## src/rtl/z80_bus_responder.sv

```systemverilog
// Z80 bus responder: classifies bus cycles, serves ROM/RAM/IO reads and raises the frame nINT; CONTENTION_EN adds contention outputs.
// Latency: cycle results registered 1 clk_sys after the classifying ce tick; no backpressure, strobes are sampled on ce ticks only.
module z80_bus_responder #(
  parameter int FRAME_LEN = 69888,
  parameter int INT_LEN   = 32
) (
  input  logic        clk_sys,
  input  logic        reset,
  input  logic        ce,
  input  logic [15:0] cpu_addr,
  input  logic [7:0]  cpu_dout,
  input  logic        nMREQ,
  input  logic        nIORQ,
  input  logic        nRD,
  input  logic        nWR,
  input  logic        nM1,
  input  logic        nRFSH,
  output logic [7:0]  cpu_din,
  output logic        nINT,
  output logic        cyc_valid,
  output logic [2:0]  cyc_type,
  output logic [15:0] cyc_addr,
  output logic        cyc_err,
  output logic [7:0]  port_fe,
  output logic        contended,
  output logic [15:0] cont_cnt
);

  localparam int CW = (FRAME_LEN > 1) ? $clog2(FRAME_LEN) : 1;
  localparam logic [CW-1:0] CNT_LAST = CW'(FRAME_LEN - 1);
  localparam logic [CW-1:0] INT_THR  = CW'(INT_LEN);

  localparam logic [2:0] CLS_FETCH = 3'd1;
  localparam logic [2:0] CLS_MRD   = 3'd2;
  localparam logic [2:0] CLS_MWR   = 3'd3;
  localparam logic [2:0] CLS_IORD  = 3'd4;
  localparam logic [2:0] CLS_IOWR  = 3'd5;
  localparam logic [2:0] CLS_RFSH  = 3'd6;
  localparam logic [2:0] CLS_INTA  = 3'd7;

  typedef enum logic [1:0] {ST_SYNC, ST_IDLE, ST_WAIT_QUAL, ST_ACTIVE} state_t;

  state_t      state_q, state_d;
  logic        vld_q, err_q;
  logic [2:0]  type_q;
  logic [15:0] addr_q;
  logic [7:0]  din_q, din_d;
  logic [7:0]  fe_q;
  logic [CW-1:0] cnt_q, cnt_d;
  logic        nint_q;
  logic [7:0]  ram_q [256];

  logic        mreq, iorq, rd, wr, m1, rfsh;
  logic        strobe, bad, tick;
  logic [2:0]  cls;
  logic        classify, err_hit;
  logic        ram_we, port_we;
  logic [7:0]  rd_data;

  assign mreq   = ~nMREQ;
  assign iorq   = ~nIORQ;
  assign rd     = ~nRD;
  assign wr     = ~nWR;
  assign m1     = ~nM1;
  assign rfsh   = ~nRFSH;
  assign strobe = mreq | iorq;
  assign bad    = (rd & wr) | (mreq & iorq);
  // Reset blocks the tick so an in-flight cycle can neither classify nor write.
  assign tick   = ce & ~reset;

  always_comb begin
    cls = 3'd0;
    if (mreq) begin
      if (rfsh)          cls = CLS_RFSH;
      else if (m1 && rd) cls = CLS_FETCH;
      else if (rd)       cls = CLS_MRD;
      else if (wr)       cls = CLS_MWR;
    end else if (iorq) begin
      if (m1)            cls = CLS_INTA;
      else if (rd)       cls = CLS_IORD;
      else if (wr)       cls = CLS_IOWR;
    end
  end

  always_comb begin
    state_d  = state_q;
    classify = 1'b0;
    err_hit  = 1'b0;
    if (tick) begin
      case (state_q)
        ST_SYNC:   if (!strobe) state_d = ST_IDLE;
        ST_IDLE, ST_WAIT_QUAL: begin
          if (!strobe) begin
            state_d = ST_IDLE;
          end else if (bad) begin
            // Park in SYNC so an illegal combination pulses cyc_err only once.
            err_hit = 1'b1;
            state_d = ST_SYNC;
          end else if (cls != 3'd0) begin
            classify = 1'b1;
            state_d  = ST_ACTIVE;
          end else begin
            state_d = ST_WAIT_QUAL;
          end
        end
        ST_ACTIVE: if (!strobe) state_d = ST_IDLE;
        default:   state_d = ST_SYNC;
      endcase
    end
  end

  always_comb begin
    rd_data = din_q;
    case (cls)
      CLS_FETCH, CLS_MRD: rd_data = (cpu_addr[15:14] == 2'b00) ? cpu_addr[7:0] : ram_q[cpu_addr[7:0]];
      CLS_IORD:           rd_data = cpu_addr[0] ? 8'hFF : 8'hBF;
      CLS_INTA:           rd_data = 8'hFF;
      default:            rd_data = din_q;
    endcase
  end

  assign din_d   = classify ? rd_data : din_q;
  assign ram_we  = classify && (cls == CLS_MWR) && (cpu_addr[15:14] != 2'b00);
  assign port_we = classify && (cls == CLS_IOWR) && !cpu_addr[0];
  assign cnt_d   = (cnt_q == CNT_LAST) ? '0 : cnt_q + 1'b1;

  always_ff @(posedge clk_sys) begin
    if (reset) begin
      state_q <= ST_SYNC;
      vld_q   <= 1'b0;
      err_q   <= 1'b0;
      type_q  <= 3'd0;
      addr_q  <= 16'd0;
      din_q   <= 8'hFF;
      fe_q    <= 8'h00;
      cnt_q   <= CNT_LAST;
      nint_q  <= 1'b1;
    end else begin
      state_q <= state_d;
      vld_q   <= classify;
      err_q   <= err_hit;
      din_q   <= din_d;
      if (classify) begin
        type_q <= cls;
        addr_q <= cpu_addr;
      end
      if (port_we) fe_q <= cpu_dout;
      if (ce) begin
        cnt_q  <= cnt_d;
        nint_q <= !(cnt_d < INT_THR);
      end
    end
  end

  always_ff @(posedge clk_sys) begin
    if (ram_we) ram_q[cpu_addr[7:0]] <= cpu_dout;
  end

  assign cpu_din   = din_q;
  assign nINT      = nint_q;
  assign cyc_valid = vld_q;
  assign cyc_type  = type_q;
  assign cyc_addr  = addr_q;
  assign cyc_err   = err_q;
  assign port_fe   = fe_q;

`ifdef CONTENTION_EN
  logic        cont_hit;
  logic        cont_q;
  logic [15:0] cont_cnt_q;

  assign cont_hit = classify &&
                    ((((cls == CLS_FETCH) || (cls == CLS_MRD) || (cls == CLS_MWR)) && (cpu_addr[15:14] == 2'b01)) ||
                     (((cls == CLS_IORD) || (cls == CLS_IOWR)) && !cpu_addr[0]));

  always_ff @(posedge clk_sys) begin
    if (reset) begin
      cont_q     <= 1'b0;
      cont_cnt_q <= 16'd0;
    end else begin
      cont_q <= cont_hit;
      if (cont_hit) cont_cnt_q <= cont_cnt_q + 16'd1;
    end
  end

  assign contended = cont_q;
  assign cont_cnt  = cont_cnt_q;
`else
  assign contended = 1'b0;
  assign cont_cnt  = 16'd0;
`endif

endmodule

```

## config.mk

```make
export PLATFORM = sky130hd
export DESIGN_NAME = z80_bus_responder
export DESIGN_NICKNAME = d
export VERILOG_FILES = /design/src/rtl/z80_bus_responder.sv
export SDC_FILE = /design/constraint.sdc
export NUM_CORES = 2
export LEC_CHECK = 0
export CELL_PAD_IN_SITES_DETAIL_PLACEMENT = 1
export CELL_PAD_IN_SITES_GLOBAL_PLACEMENT = 1
export CORE_AREA = 2 2 427 429
export DETAILED_ROUTE_END_ITERATION = 10
export DIE_AREA = 0 0 429 431
export PLACE_DENSITY = 0.75
export REMOVE_ABC_BUFFERS = 1
export SYNTH_ARGS = -nofsm -noshare
export SYNTH_HDL_FRONTEND = slang
export SYNTH_SLANG_ARGS = --single-unit
```

## constraint.sdc

```tcl
create_clock -name clk_sys -period 3.6 [get_ports clk_sys]
set_input_delay 0.72 -clock clk_sys [delete_from_list [all_inputs] [get_ports clk_sys]]
set_output_delay 0.72 -clock clk_sys [all_outputs]
set_load 0.1 [all_outputs]
```

==> reports/metrics.csv <==
stage,metric,value,unit
worst_setup_path,CP most frequent cell,buf_4,
die,Die X-Extent,429,um
worst_setup_path,CP Max Fanout,15,
placement,routability-driven placement congestion ratio,0.923,
global_route,pin count of the biggest net entering global routing,93,
worst_setup_path,startpoint types,primary input,
layout,share of layout cells above drive strength 1,32.6,%
pwr,Leak,32.3,nW
synthesis,"FFs w/ async S/R, synth",0,%
detailed_routing,antenna-violating nets left,0,
layout,fillers,15900,
layout,P&R area growth vs syn,19.2,%
hold_path,hold path start,reset,
synthesis,Yosys top cell area share,74.6,%
timing,"Hold Violations, Final",0,
die,Initial Util,45.8,%
worst_setup_path,crit-path cells,buf_8 > buf_12 > buf_4 > buf_4 > mux4_2 > a22oi_1 > nor2_1 > o211ai_1 > nand4_1 > a2111oi_2 > buf_4 > o31ai_1,
worst_setup_path,reg2reg start,state_q[0],
synthesis,Synth area leader,edfxtp_1,
global_route,GRT Overall Usage,28.4,%
timing,final max-slew violation count,0,
worst_setup_path,FF-to-FF End,ram_q[202][3],
synthesis,sequential share of the synthesized area,76.0,%
clock_network,cts hold-fix bufs,0,
die,die area,0.185,mm2
worst_setup_path,Worst Path Buf+Inv,5,
timing,crit share post-route,92.1,%
layout,fin area,0.0983,mm2
hold_path,Min-Delay Path Depth,3,
detailed_routing,Detailed Route Iter0 Violations,6796,
synthesis,Synth Area per Inst,20.4,um2
die,number of cell rows,156,
synthesis,YS warnings,0,
timing,RSZ-0062 raised after global routing,false,
die,top-level I/O count,88,
worst_setup_path,R2R Setup Slk,0.44,ns
worst_setup_path,Crit. End Element,flop,
synthesis,post-synthesis cell type count,80,
detailed_routing,WL/cell,35.5,um
worst_setup_path,crit-path max cell delay,0.58,ns
detailed_routing,DRC Markers,0,
global_route,vias in the first global route,48700,
hold_path,Worst Hold Class,primary input to flop,
clock_network,Clock Tree Buf Depth,3,
worst_setup_path,Top delay family on crit path,buffers and inverters,
synthesis,Synth area leaders,"edfxtp_1, mux4_2, mux2i_1",
pwr,worst vdd rail ir drop,429,uV
timing,clock period minus worst slack,3.32,ns
worst_setup_path,CP max stage cell,mux4_2,
timing,Slew HR,32.2,%
run,max cap viols,0,
worst_setup_path,Reg2Reg Depth,11,
die,core area,0.180,mm2
synthesis,Synth top cells by count,"edfxtp_1, mux4_2, nor2_1, nand2_1, mux2i_1",
placement,HPWL after DPL,172,mm
worst_setup_path,Crit Path Category,primary input to flop,
synthesis,Synth Cell Area,0.0825,mm2
clock_network,clock tree sinks,2105,
timing,skew final,0.0718,ns
synthesis,number of cells produced by synthesis,4041,
detailed_routing,WL final,263,mm
pwr,pwr/cell area,525,mW/mm2
worst_setup_path,Worst Setup EP,cpu_din[1],
clock_network,Root Driver,clkbuf_16,
layout,multi-input combinational cell area,0.0185,mm2
clock_network,CTS tree,done,
layout,Nets,4886,
timing,Max Freq,0.302,GHz
synthesis,Main synth FF type,edfxtp_1,
detailed_routing,drt via density,6.38,
timing,WHS,0.407,ns
detailed_routing,First-pass DRT Iterations,5,
timing,Slew @ Worst Pin,1.01,ns
global_route,total grt overflow,0,
worst_setup_path,"Arr. time, crit path",4.08,ns
global_route,initial antenna violation count,4,
clock_network,clock-pin slew on the worst setup and hold paths,0.07,ns
synthesis,register bit total from synthesis,2105,
global_route,global-route wire length before repair,373,mm
synthesis,"count leader, synth",edfxtp_1,
worst_setup_path,Worst Setup SP,cpu_addr[0],
placement,# port buffers,70,
clock_network,H-tree levels,4,
timing,Final setup viols,0,
synthesis,"EDFF count, synth",2048,
detailed_routing,Vias,47200,
run_status,status,"complete, no violations",
layout,Reg area,0.0626,mm2
worst_setup_path,WP data required,4.36,ns
clock_network,Worst-Skew Late Latency,0.88,ns
worst_setup_path,CP Depth,12,
clock_network,Num CTS Buffers,205,
die,die height,431,um
placement,DP Area,0.0916,mm2
==> sequential cells by signal, indices dropped and copies added (netlist names) <==
register and cells:
cnt_q 17, cpu_din 8, cyc_addr 16, cyc_err 1, cyc_type 3, cyc_valid 1
nINT 1, port_fe 8, ram_q 2048, state_q 2
==> cell type report <==
class                   instances  area share (%)
flip-flops and latches       2105            63.7
multi-input cells            1685            18.9
repair buffers                839            7.56
clock buffers                 253            5.42
well taps                    2370            3.02
clock inverters               124            1.37
inverters                      16          0.0687
diodes                          1         0.00254
==> worst min-delay path by stage <==
stage,end,slack [ns]
after global placement,cyc_addr[13],0.44
after floorplan,cnt_q[4],0.46
after detailed placement,cyc_addr[9],0.45
final,cyc_type[2],0.41
after global routing,state_q[1],0.38
after CTS,cyc_type[2],0.34
==> per-stage QoR <==
| step | setup TNS, ns | util (%) | worst slack [ns] | total power (W) | instances |
|---|---|---|---|---|---|
| after floorplan | -1175.92 | - | -0.759 | 0.0285 | 3806 |
| after global placement | -149.90 | 50.9 | -0.679 | 0.0305 | 7015 |
| after detailed placement | -181.11 | 50.9 | -0.821 | 0.0306 | 7015 |
| after CTS | 0 | 54.6 | 0.109 | 0.0518 | 7392 |
| after global routing | 0 | 54.6 | 0.289 | 0.0527 | 7392 |
| final | 0 | 54.6 | 0.285 | 0.0517 | 7393 |
==> layout by cell type, fill, tap and decap left out, drive strengths merged, types with 27 or more instances in the layout <==
master	instances
a21oi	64
a22oi	64
buf	784
clkbuf	261
clkdlybuf4s50	47
clkinv	95
dfxtp	57
edfxtp	2048
mux2i	142
mux4	514
nand2	176
nand3	49
nor2	320
nor3	27
==> tightest hold or removal path: stages <==
cell	delay, ns
buf_2	0.17
buf_4	0.24
nor2_1	0.11
==> metal layers <==
layer | routed length, um | global-route usage (%) | share of wire [%]
met5 | 8 | 0 | 0.0030
met4 | 14900 | 13.9 | 5.7
met3 | 27400 | 6.47 | 10
met2 | 125000 | 45.3 | 48
met1 | 95500 | 37.2 | 36
==> report_power, final <==
group          internal (W)  leakage, nW  total [W]  switching (W)
combinational       0.00116         10.2    0.00324        0.00207
sequential           0.0269         18.9     0.0269      0.0000246
clock                0.0119         3.24     0.0215        0.00963
total                0.0399         32.3     0.0517         0.0117
==> repair_timing <==
action | in CTS | in global routing
gates resized for setup | 0 | 1
setup endpoints to repair | 0 | 1
setup buffers | 0 | 0
==> cell families (layout without fill, tap and decap cells) <==
group	Yosys count	count (layout)	share of synthesized area, %
adder cells (fa/ha/maj)	1	1	0.0152
other	1	18	0.00455
multiplexers	662	662	15.8
XOR/XNOR	11	11	0.117
AND/OR/NAND/NOR	692	692	3.82
AO/OA/AOI/OAI	302	302	2.58
flip-flops	2105	2105	76.0
buffers and inverters	267	1232	1.68
No activity file was read; power rests on OpenSTA's default activity.
